$ cat src/rtl/mem_mover_pkg.sv
// Shared encodings and default widths for the memory block mover.
package mem_mover_pkg;

  localparam int DEF_DATA_WIDTH  = 32;
  localparam int DEF_ADDR_WIDTH  = 32;
  localparam int DEF_COUNT_WIDTH = 15;
  localparam int MEM_INDEX_BITS  = 14;

  typedef enum logic [1:0] {
    IDLE  = 2'd0,
    READ  = 2'd1,
    WRITE = 2'd2,
    DONE  = 2'd3
  } state_t;

  localparam logic MODE_COPY = 1'b0;
  localparam logic MODE_FILL = 1'b1;

endpackage

$ cat src/rtl/mem_block_mover_if.sv
// Control, status and memory-port signals of the block mover.
// The slave modport is the mover itself; the master modport is its owner plus the memory.
interface mem_block_mover_if
  import mem_mover_pkg::*;
#(
  parameter int DATA_WIDTH  = DEF_DATA_WIDTH,
  parameter int ADDR_WIDTH  = DEF_ADDR_WIDTH,
  parameter int COUNT_WIDTH = DEF_COUNT_WIDTH
);

  logic                   start;
  logic                   mode;
  logic [ADDR_WIDTH-1:0]  srcAddr;
  logic [ADDR_WIDTH-1:0]  dstAddr;
  logic [COUNT_WIDTH-1:0] wordCount;
  logic [DATA_WIDTH-1:0]  fillValue;
  logic [DATA_WIDTH-1:0]  memDataOut;
  logic [ADDR_WIDTH-1:0]  memAddress;
  logic                   memWriteEnable;
  logic [DATA_WIDTH-1:0]  memDataIn;
  logic                   busy;
  logic                   done;
  logic [DATA_WIDTH-1:0]  xorSum;

  modport slave (
    input  start, mode, srcAddr, dstAddr, wordCount, fillValue, memDataOut,
    output memAddress, memWriteEnable, memDataIn, busy, done, xorSum
  );

  modport master (
    output start, mode, srcAddr, dstAddr, wordCount, fillValue, memDataOut,
    input  memAddress, memWriteEnable, memDataIn, busy, done, xorSum
  );

endinterface

$ cat src/rtl/mem_block_mover.sv
// Block copy/fill engine driving a single-port memory; copy takes 2N+1 cycles, fill N+1, N=0 one cycle.
// No backpressure: start is only honoured in IDLE and ignored (not queued) while busy.
module mem_block_mover
  import mem_mover_pkg::*;
#(
  parameter int DATA_WIDTH  = DEF_DATA_WIDTH,
  parameter int ADDR_WIDTH  = DEF_ADDR_WIDTH,
  parameter int COUNT_WIDTH = DEF_COUNT_WIDTH
) (
  input  logic             clk,
  input  logic             reset,
  mem_block_mover_if.slave bus
);

  state_t                 r_state;
  logic                   r_mode;
  logic [ADDR_WIDTH-1:0]  r_src;
  logic [ADDR_WIDTH-1:0]  r_dst;
  logic [COUNT_WIDTH-1:0] r_remaining;
  logic [DATA_WIDTH-1:0]  r_fill;
  logic [DATA_WIDTH-1:0]  r_xor;
  logic [ADDR_WIDTH-1:0]  r_mem_addr;
  logic                   r_mem_we;
  logic [DATA_WIDTH-1:0]  r_mem_wdata;
  logic                   r_busy;
  logic                   r_done;

  logic [ADDR_WIDTH-1:0]  w_dst_next;
  logic                   w_last;

  assign w_dst_next = r_dst + ADDR_WIDTH'(1);
  assign w_last     = (r_remaining == COUNT_WIDTH'(1));

  // Memory-port outputs are registered one state ahead, so they are valid for the whole
  // state they belong to and the async reset clears them without waiting for an edge.
  // r_mem_wdata doubles as the copy data buffer.
  always_ff @(posedge clk or posedge reset) begin
    if (reset) begin
      r_state     <= IDLE;
      r_mode      <= MODE_COPY;
      r_src       <= '0;
      r_dst       <= '0;
      r_remaining <= '0;
      r_fill      <= '0;
      r_xor       <= '0;
      r_mem_addr  <= '0;
      r_mem_we    <= 1'b0;
      r_mem_wdata <= '0;
      r_busy      <= 1'b0;
      r_done      <= 1'b0;
    end else begin
      case (r_state)
        IDLE: begin
          if (bus.start) begin
            r_mode      <= bus.mode;
            r_src       <= bus.srcAddr;
            r_dst       <= bus.dstAddr;
            r_remaining <= bus.wordCount;
            r_fill      <= bus.fillValue;
            r_xor       <= '0;
            r_busy      <= 1'b1;
            if (bus.wordCount == '0) begin
              r_state <= DONE;
              r_done  <= 1'b1;
            end else if (bus.mode == MODE_FILL) begin
              r_state     <= WRITE;
              r_mem_addr  <= bus.dstAddr;
              r_mem_we    <= 1'b1;
              r_mem_wdata <= bus.fillValue;
            end else begin
              r_state    <= READ;
              r_mem_addr <= bus.srcAddr;
            end
          end
        end

        READ: begin
          r_src       <= r_src + ADDR_WIDTH'(1);
          r_state     <= WRITE;
          r_mem_addr  <= r_dst;
          r_mem_we    <= 1'b1;
          r_mem_wdata <= bus.memDataOut;
        end

        WRITE: begin
          r_xor       <= r_xor ^ r_mem_wdata;
          r_dst       <= w_dst_next;
          r_remaining <= r_remaining - COUNT_WIDTH'(1);
          if (w_last) begin
            r_state     <= DONE;
            r_done      <= 1'b1;
            r_mem_addr  <= '0;
            r_mem_we    <= 1'b0;
            r_mem_wdata <= '0;
          end else if (r_mode == MODE_FILL) begin
            r_mem_addr  <= w_dst_next;
            r_mem_wdata <= r_fill;
          end else begin
            // r_src was already advanced past the word just copied.
            r_state     <= READ;
            r_mem_addr  <= r_src;
            r_mem_we    <= 1'b0;
            r_mem_wdata <= '0;
          end
        end

        DONE: begin
          r_state <= IDLE;
          r_done  <= 1'b0;
          r_busy  <= 1'b0;
        end

        default: r_state <= IDLE;
      endcase
    end
  end

  assign bus.memAddress     = r_mem_addr;
  assign bus.memWriteEnable = r_mem_we;
  assign bus.memDataIn      = r_mem_wdata;
  assign bus.busy           = r_busy;
  assign bus.done           = r_done;
  assign bus.xorSum         = r_xor;

endmodule

$ cat src/flat_wrapper.sv
// flat-port wrapper written by rule: the top's interface ports become plain ports
module mem_block_mover_flat import mem_mover_pkg::*;
#(
  parameter int DATA_WIDTH  = DEF_DATA_WIDTH,
  parameter int ADDR_WIDTH  = DEF_ADDR_WIDTH,
  parameter int COUNT_WIDTH = DEF_COUNT_WIDTH
)
  (clk, reset, bus_start, bus_mode, bus_srcAddr, bus_dstAddr, bus_wordCount, bus_fillValue, bus_memDataOut, bus_memAddress, bus_memWriteEnable, bus_memDataIn, bus_busy, bus_done, bus_xorSum);
  mem_block_mover_if #(.DATA_WIDTH(DATA_WIDTH), .ADDR_WIDTH(ADDR_WIDTH), .COUNT_WIDTH(COUNT_WIDTH)) bus_i ();
  input  logic clk;
  input  logic reset;
  input wire logic [$bits(bus_i.start)-1:0] bus_start;
  input wire logic [$bits(bus_i.mode)-1:0] bus_mode;
  input wire logic [$bits(bus_i.srcAddr)-1:0] bus_srcAddr;
  input wire logic [$bits(bus_i.dstAddr)-1:0] bus_dstAddr;
  input wire logic [$bits(bus_i.wordCount)-1:0] bus_wordCount;
  input wire logic [$bits(bus_i.fillValue)-1:0] bus_fillValue;
  input wire logic [$bits(bus_i.memDataOut)-1:0] bus_memDataOut;
  output wire logic [$bits(bus_i.memAddress)-1:0] bus_memAddress;
  output wire logic [$bits(bus_i.memWriteEnable)-1:0] bus_memWriteEnable;
  output wire logic [$bits(bus_i.memDataIn)-1:0] bus_memDataIn;
  output wire logic [$bits(bus_i.busy)-1:0] bus_busy;
  output wire logic [$bits(bus_i.done)-1:0] bus_done;
  output wire logic [$bits(bus_i.xorSum)-1:0] bus_xorSum;
  assign bus_i.start = bus_start;
  assign bus_i.mode = bus_mode;
  assign bus_i.srcAddr = bus_srcAddr;
  assign bus_i.dstAddr = bus_dstAddr;
  assign bus_i.wordCount = bus_wordCount;
  assign bus_i.fillValue = bus_fillValue;
  assign bus_i.memDataOut = bus_memDataOut;
  assign bus_memAddress = bus_i.memAddress;
  assign bus_memWriteEnable = bus_i.memWriteEnable;
  assign bus_memDataIn = bus_i.memDataIn;
  assign bus_busy = bus_i.busy;
  assign bus_done = bus_i.done;
  assign bus_xorSum = bus_i.xorSum;
  mem_block_mover #(.DATA_WIDTH(DATA_WIDTH), .ADDR_WIDTH(ADDR_WIDTH), .COUNT_WIDTH(COUNT_WIDTH)) u_core (.clk(clk), .reset(reset), .bus(bus_i));
endmodule
$ cat config.mk
export PLATFORM = sky130hd
export DESIGN_NAME = mem_block_mover_flat
export DESIGN_NICKNAME = d
export VERILOG_FILES = /design/src/rtl/mem_mover_pkg.sv /design/src/rtl/mem_block_mover_if.sv /design/src/rtl/mem_block_mover.sv /design/src/flat_wrapper.sv
export SDC_FILE = /design/constraint.sdc
export NUM_CORES = 1
export LEC_CHECK = 0
export BUFFER_PORTS_ARGS = -buffer_cell sky130_fd_sc_hd__buf_4
export CAP_MARGIN = 5
export CORE_MARGIN = 2
export CORE_UTILIZATION = 51
export DETAILED_ROUTE_END_ITERATION = 12
export PLACE_DENSITY = 0.74
export SYNTH_ARGS = -nofsm -noshare
export SYNTH_HDL_FRONTEND = slang
export SYNTH_SLANG_ARGS = --single-unit
export TNS_END_PERCENT = 30
$ cat constraint.sdc
create_clock -name clk -period 7.1 [get_ports clk]
set_input_delay 1.065 -clock clk [delete_from_list [all_inputs] [get_ports clk]]
set_output_delay 1.065 -clock clk [all_outputs]
set_load 0.02 [all_outputs]
## Word-level counts from Yosys, hierarchy flattened

Index checks and enable logic that the tools add are counted.

- Div/mod/pow operators: 0
- Bitwise gates (word level): 1
- Multiplexer cells: 38
- Add/sub/neg operators: 3
- Reductions and logical operators: 16
- Order comparisons: 0
- $mul: 0
- Shift-type cells: 0
- Eq/ne operators: 10

Operators by type and width:

| kind | count |
|---|---|
| $mux W32 | 13 |
| $pmux W32 S2 | 3 |
| $pmux W32 S3 | 2 |
| $add A32 B1 Y32 const B | 2 |
| $xor A32 B32 Y32 | 1 |
| $pmux W15 S2 | 1 |
| $eq A15 B1 Y1 const B | 1 |
| $logic_not A15 Y1 | 1 |
| $mux W15 | 1 |
| $sub A15 B1 Y15 const B | 1 |
| $mux W2 | 5 |
| $reduce_and A2 Y1 | 5 |
| $mux W1 | 9 |
| $pmux W2 S4 | 1 |
| $reduce_and A4 Y1 | 2 |
| $ne A2 B2 Y1 const B | 3 |
| $pmux W1 S3 | 2 |
| $reduce_bool A2 Y1 | 3 |
| $reduce_bool A3 Y1 | 2 |
| $reduce_and A5 Y1 | 1 |
| $eq A2 B2 Y1 const B | 2 |
| $ne A2 B1 Y1 const B | 2 |
| $ne A3 B3 Y1 const B | 1 |
| $reduce_and A3 Y1 | 1 |
| other kinds (3) | 3 |

- Memories kept: 0
- ROM bits: 0
- Bits in writable memories: 0
- Input port bits: 147
- Bits in latches: 0
- Register bits after elaboration: 213

## Logic depth before layout (Yosys ltp)

- Depth in word-level cells: 4
- Depth in mapped cells: 9

## Worst setup path after synthesis

OpenSTA, ideal clock, no wires.

- Kind: input to register
- Start point: input bus_wordCount[13]
- End point: register u_core.r_mem_wdata[10], in the netlist u_core.bus.memDataIn[10]
- Stages: 6
- Buffers on the path: 1
- Data required time: 6.975 ns
- Path slack: 4.299 ns
- Arrival: 2.677 ns
- Path through: or4_4 o41ai_4 o21a_1 nor2_2 buf_6 mux2_2

- Longest elaborated chain between the ends: 3

RTL lines:

| item | RTL line | source |
|---|---|---|
| start: declaration | flat_wrapper.sv:16 | `input wire logic [$bits(bus_i.wordCount)-1:0] bus_wordCount;` |
| $logic_not A15 Y1 | mem_block_mover.sv:62 | `if (bus.wordCount == '0) begin` |
| $ne A2 B2 Y1 (no source line) | -- |  |
| $reduce_and A4 Y1 (no source line) | -- |  |
| end signal: assignment | mem_block_mover.sv:69 | `r_mem_wdata <= bus.fillValue;` |
| end signal: assignment | mem_block_mover.sv:82 | `r_mem_wdata <= bus.memDataOut;` |
| end signal: assignment | mem_block_mover.sv:97 | `r_mem_wdata <= r_fill;` |
| end: declaration | mem_block_mover.sv:24 | `logic [DATA_WIDTH-1:0] r_mem_wdata;` |

Every way passes these cells.
A chain may end at the register's enable or synchronous reset.

## Worst setup path in the final report

- Start point: register u_core.r_state[0]
- End point: register u_core.r_dst[5]

- Longest elaborated chain between the ends: 3

RTL lines:

| item | RTL line | source |
|---|---|---|
| start: declaration | mem_block_mover.sv:15 | `state_t r_state;` |
| start signal: assignment | mem_block_mover.sv:39 | `r_state <= IDLE;` |
| start signal: assignment | mem_block_mover.sv:63 | `r_state <= DONE;` |
| start signal: assignment | mem_block_mover.sv:66 | `r_state <= WRITE;` |
| $eq A2 B2 Y1 or $logic_not A2 Y1 (tied branches) | mem_block_mover.sv:52 | `case (r_state)` |
| $reduce_bool A2 Y1 (no source line) or $ne A2 B2 Y1 (tied branches) | -- |  |
| $reduce_and A2 Y1 (no source line) | -- |  |
| end signal: assignment | mem_block_mover.sv:57 | `r_dst <= bus.dstAddr;` |
| end signal: assignment | mem_block_mover.sv:87 | `r_dst <= w_dst_next;` |
| end: declaration | mem_block_mover.sv:18 | `logic [ADDR_WIDTH-1:0] r_dst;` |

Several ways; a longest one is shown, not always the timed one.

==> results.txt <==
Bufs on Longest Clock Path = 3
Fin Setup TNS = 0 ns
Ports = 246
Wire length of the first global-routing pass = 64,600 um
Setup CP Type = flop to flop
Total GRT Usage = 0.308
Vias = 12,276
Area of the multi-input gates = 6790 um2
Req. time, crit path = 7.47 ns
Final Skew = 0.0128 ns
CTS tree = done
Sink Count = 213
N_diodes = 0
Initial antenna violation count = 1
CP Max Fanout = 43
Detailed Route WL = 41,500 um
FILL cells = 2,089
Area delta synth->final = 21.0%
WL per Instance = 20.9 um
Dpl cells = 1,939
Max-cap violations = 0
GRT overflow = 0
Seq cells post-synth = 213
Leakage power = 6.62 nW
Total CTS buffers = 25
Crit path launch type = flop
Synthesized area = 12,700 um2
Die Wd = 162 um
GPL Wtd Cong = 0.904
Power per cell area = 543 nW/um2
Worst-Margin Slew = 1.17 ns
Xor/xnor cell area share of the yosys netlist = 0.0344
Largest family of logic cells by synthesized area = compound AO/OA/AOI/OAI gates
Antenna-violating nets left = 0
Die Y = 162 um
Min Hold Slack = 0.483 ns
Fraction of layout cells with a size suffix above 1 = 0.239
DR pass1 iterations = 6
Vias in the first global route = 11,628
Hold Buf Count CTS = 0
Tmin final = 3.50 ns
Avg Cell Area, Syn = 8.54 um2
Post-Synth Simple-Gate Area = 0.175
Worst Setup End Kind = flop
Clock root buffer = clkbuf_16
Cell count after synthesis = 1,488
HP Class = flop to flop
Setup bufs post-CTS = 0
Ys async rst share = 1.00
Rel. slew slack = 0.216
Adder-cell share of the synthesized area = 0.00787
Outcome = finished, final reports clean
Syn. warnings = 0
Pwr Total = 8.35 mW
I/O Buffers = 245
Initial Util = 0.521
Register area = 5330 um2
Initial DRC count = 1,423
Final Max Tran Viols = 0
Nets = 1,797
# DRC = 0
Primary FF master, synth = dfrtp_1
Rows = 57
Max VDD drop = 0.000291 V
Crit path DAT = 3.88 ns
Most common cell after layout, fill and taps aside = buf_4
Post-synth EDFFs = 0
Unrepaired setup endpoints after global routing = false
Netlist cell types = 68
Sequential element share of the synthesized area = 0.419
Largest net degree at the start of global routing = 115
Core box area = 24,400 um2
Syn_nets = 1,643
Setup violations, final = 0
Die area = 26,200 um2
Post-CTS sizing = 0
Crit share post-route = 0.493
Worst-Skew Late Latency = 0.54 ns
Clock slew at reported path FFs = 0.06 ns
Max Fclk = 0.285 GHz
Detailed Place HPWL = 27,700 um
Post-synthesis mux area share = 0.0881
Final hold violation count = 0
Commonest cells after routing, fill and taps aside = 259 x buf_4, 212 x dfrtp_1, 177 x nor2_1
Drt via density = 6.20
Synth Area in Compound Gates = 0.222
H-tree levels = 1
Final cell count without fillers = 1,980
-- area by class of cell --
type / instances / area share
Tap cell: 324 / 0.0263
Multi-Input combinational cell: 1111 / 0.442
Clock buffer: 36 / 0.0466
Sequential cell: 213 / 0.347
Timing Repair Buffer: 259 / 0.126
Clock inverter: 5 / 0.00423
Inverter: 32 / 0.00830
-- critical path, cell delays in order, from the launching register on --
cell and delay, ns:
dfrtp_1 0.46, inv_1 0.19, ha_4 0.46, nand2_2 0.77, nand2_1 1.07, nand3_1 0.17
o21ai_0 0.12, a21oi_1 0.08
-- cell families (layout without fill, tap and decap cells) --
group	Yosys count	after routing
AND/OR/NAND/NOR	485	485
AO/OA/AOI/OAI	466	466
flip-flops	213	213
buffers and inverters	164	332
multiplexers	102	102
XOR/XNOR	50	50
adder cells (fa/ha/maj)	8	8
-- metal layers --
layer / part of all wire / global-route usage
met1: 0.41 / 0.418
met2: 0.46 / 0.484
met3: 0.10 / 0.0741
met5: 0.00031 / 0
met4: 0.036 / 0.106
-- path summary, 6_finish.rpt --
| check | slack, ns | cells after the start | endpoint | startpoint |
|---|---|---|---|---|
| max in group asynchronous | 4.99 | 3 | u_core.r_mode | reset |
| worst max register to register | 3.60 | 7 | u_core.r_dst[5] | u_core.r_state[0] |
| worst min register to register | 0.48 | 1 | u_core.bus.memAddress[4] | u_core.bus.memAddress[4] |
| min in group asynchronous | 0.62 | 2 | u_core.bus.xorSum[24] | reset |
| worst max-delay path | 3.60 | 7 | u_core.r_dst[5] | u_core.r_state[0] |
| worst min-delay path | 0.48 | 1 | u_core.bus.memAddress[4] | u_core.bus.memAddress[4] |
-- sequential cells by signal, summed over array words and instances (netlist names) --
signal,cells
u_core.bus.busy,1
u_core.bus.done,1
u_core.bus.memAddress,32
u_core.bus.memDataIn,32
u_core.bus.memWriteEnable,1
u_core.bus.xorSum,32
u_core.r_dst,32
u_core.r_fill,32
u_core.r_mode,1
u_core.r_remaining,15
u_core.r_src,32
u_core.r_state,2
-- cells in the mapped netlist (all sizes together), types with 11 or more instances --
library cell / count / area share
nand4: 22 / 0.011
a22oi: 37 / 0.022
nand3: 54 / 0.021
a21o: 11 / 0.0066
mux2: 79 / 0.070
buf: 27 / 0.013
o21ai: 103 / 0.041
nor2: 179 / 0.053
xnor2: 14 / 0.0096
nand2: 148 / 0.044
clkbuf: 105 / 0.031
nor3: 12 / 0.0051
and2: 13 / 0.0064
o22ai: 42 / 0.021
a211oi: 15 / 0.0089
a21oi: 170 / 0.067
xor2: 36 / 0.025
and3: 12 / 0.0059
dfrtp: 213 / 0.42
mux2i: 23 / 0.018
a31oi: 26 / 0.013
and4: 15 / 0.010
inv: 32 / 0.0094
-- report_power, final --
group / internal [mW] / switching [mW] / leakage, nW
Combinational: 1.83 / 2.70 / 3.74
Clock: 0.734 / 0.529 / 0.387
Sequential: 1.86 / 0.697 / 2.49
Total: 4.42 / 3.92 / 6.62
-- metrics by stage --
step	util	setup slack [ns]	area (um2)
floorplan	-	0.212	12700
global placement	0.599	3.47	14600
detailed placement	0.599	3.43	14600
CTS	0.631	3.67	15400
global route	0.631	3.36	15400
finish	0.631	3.60	15400
No activity file was read; power rests on OpenSTA's default activity.
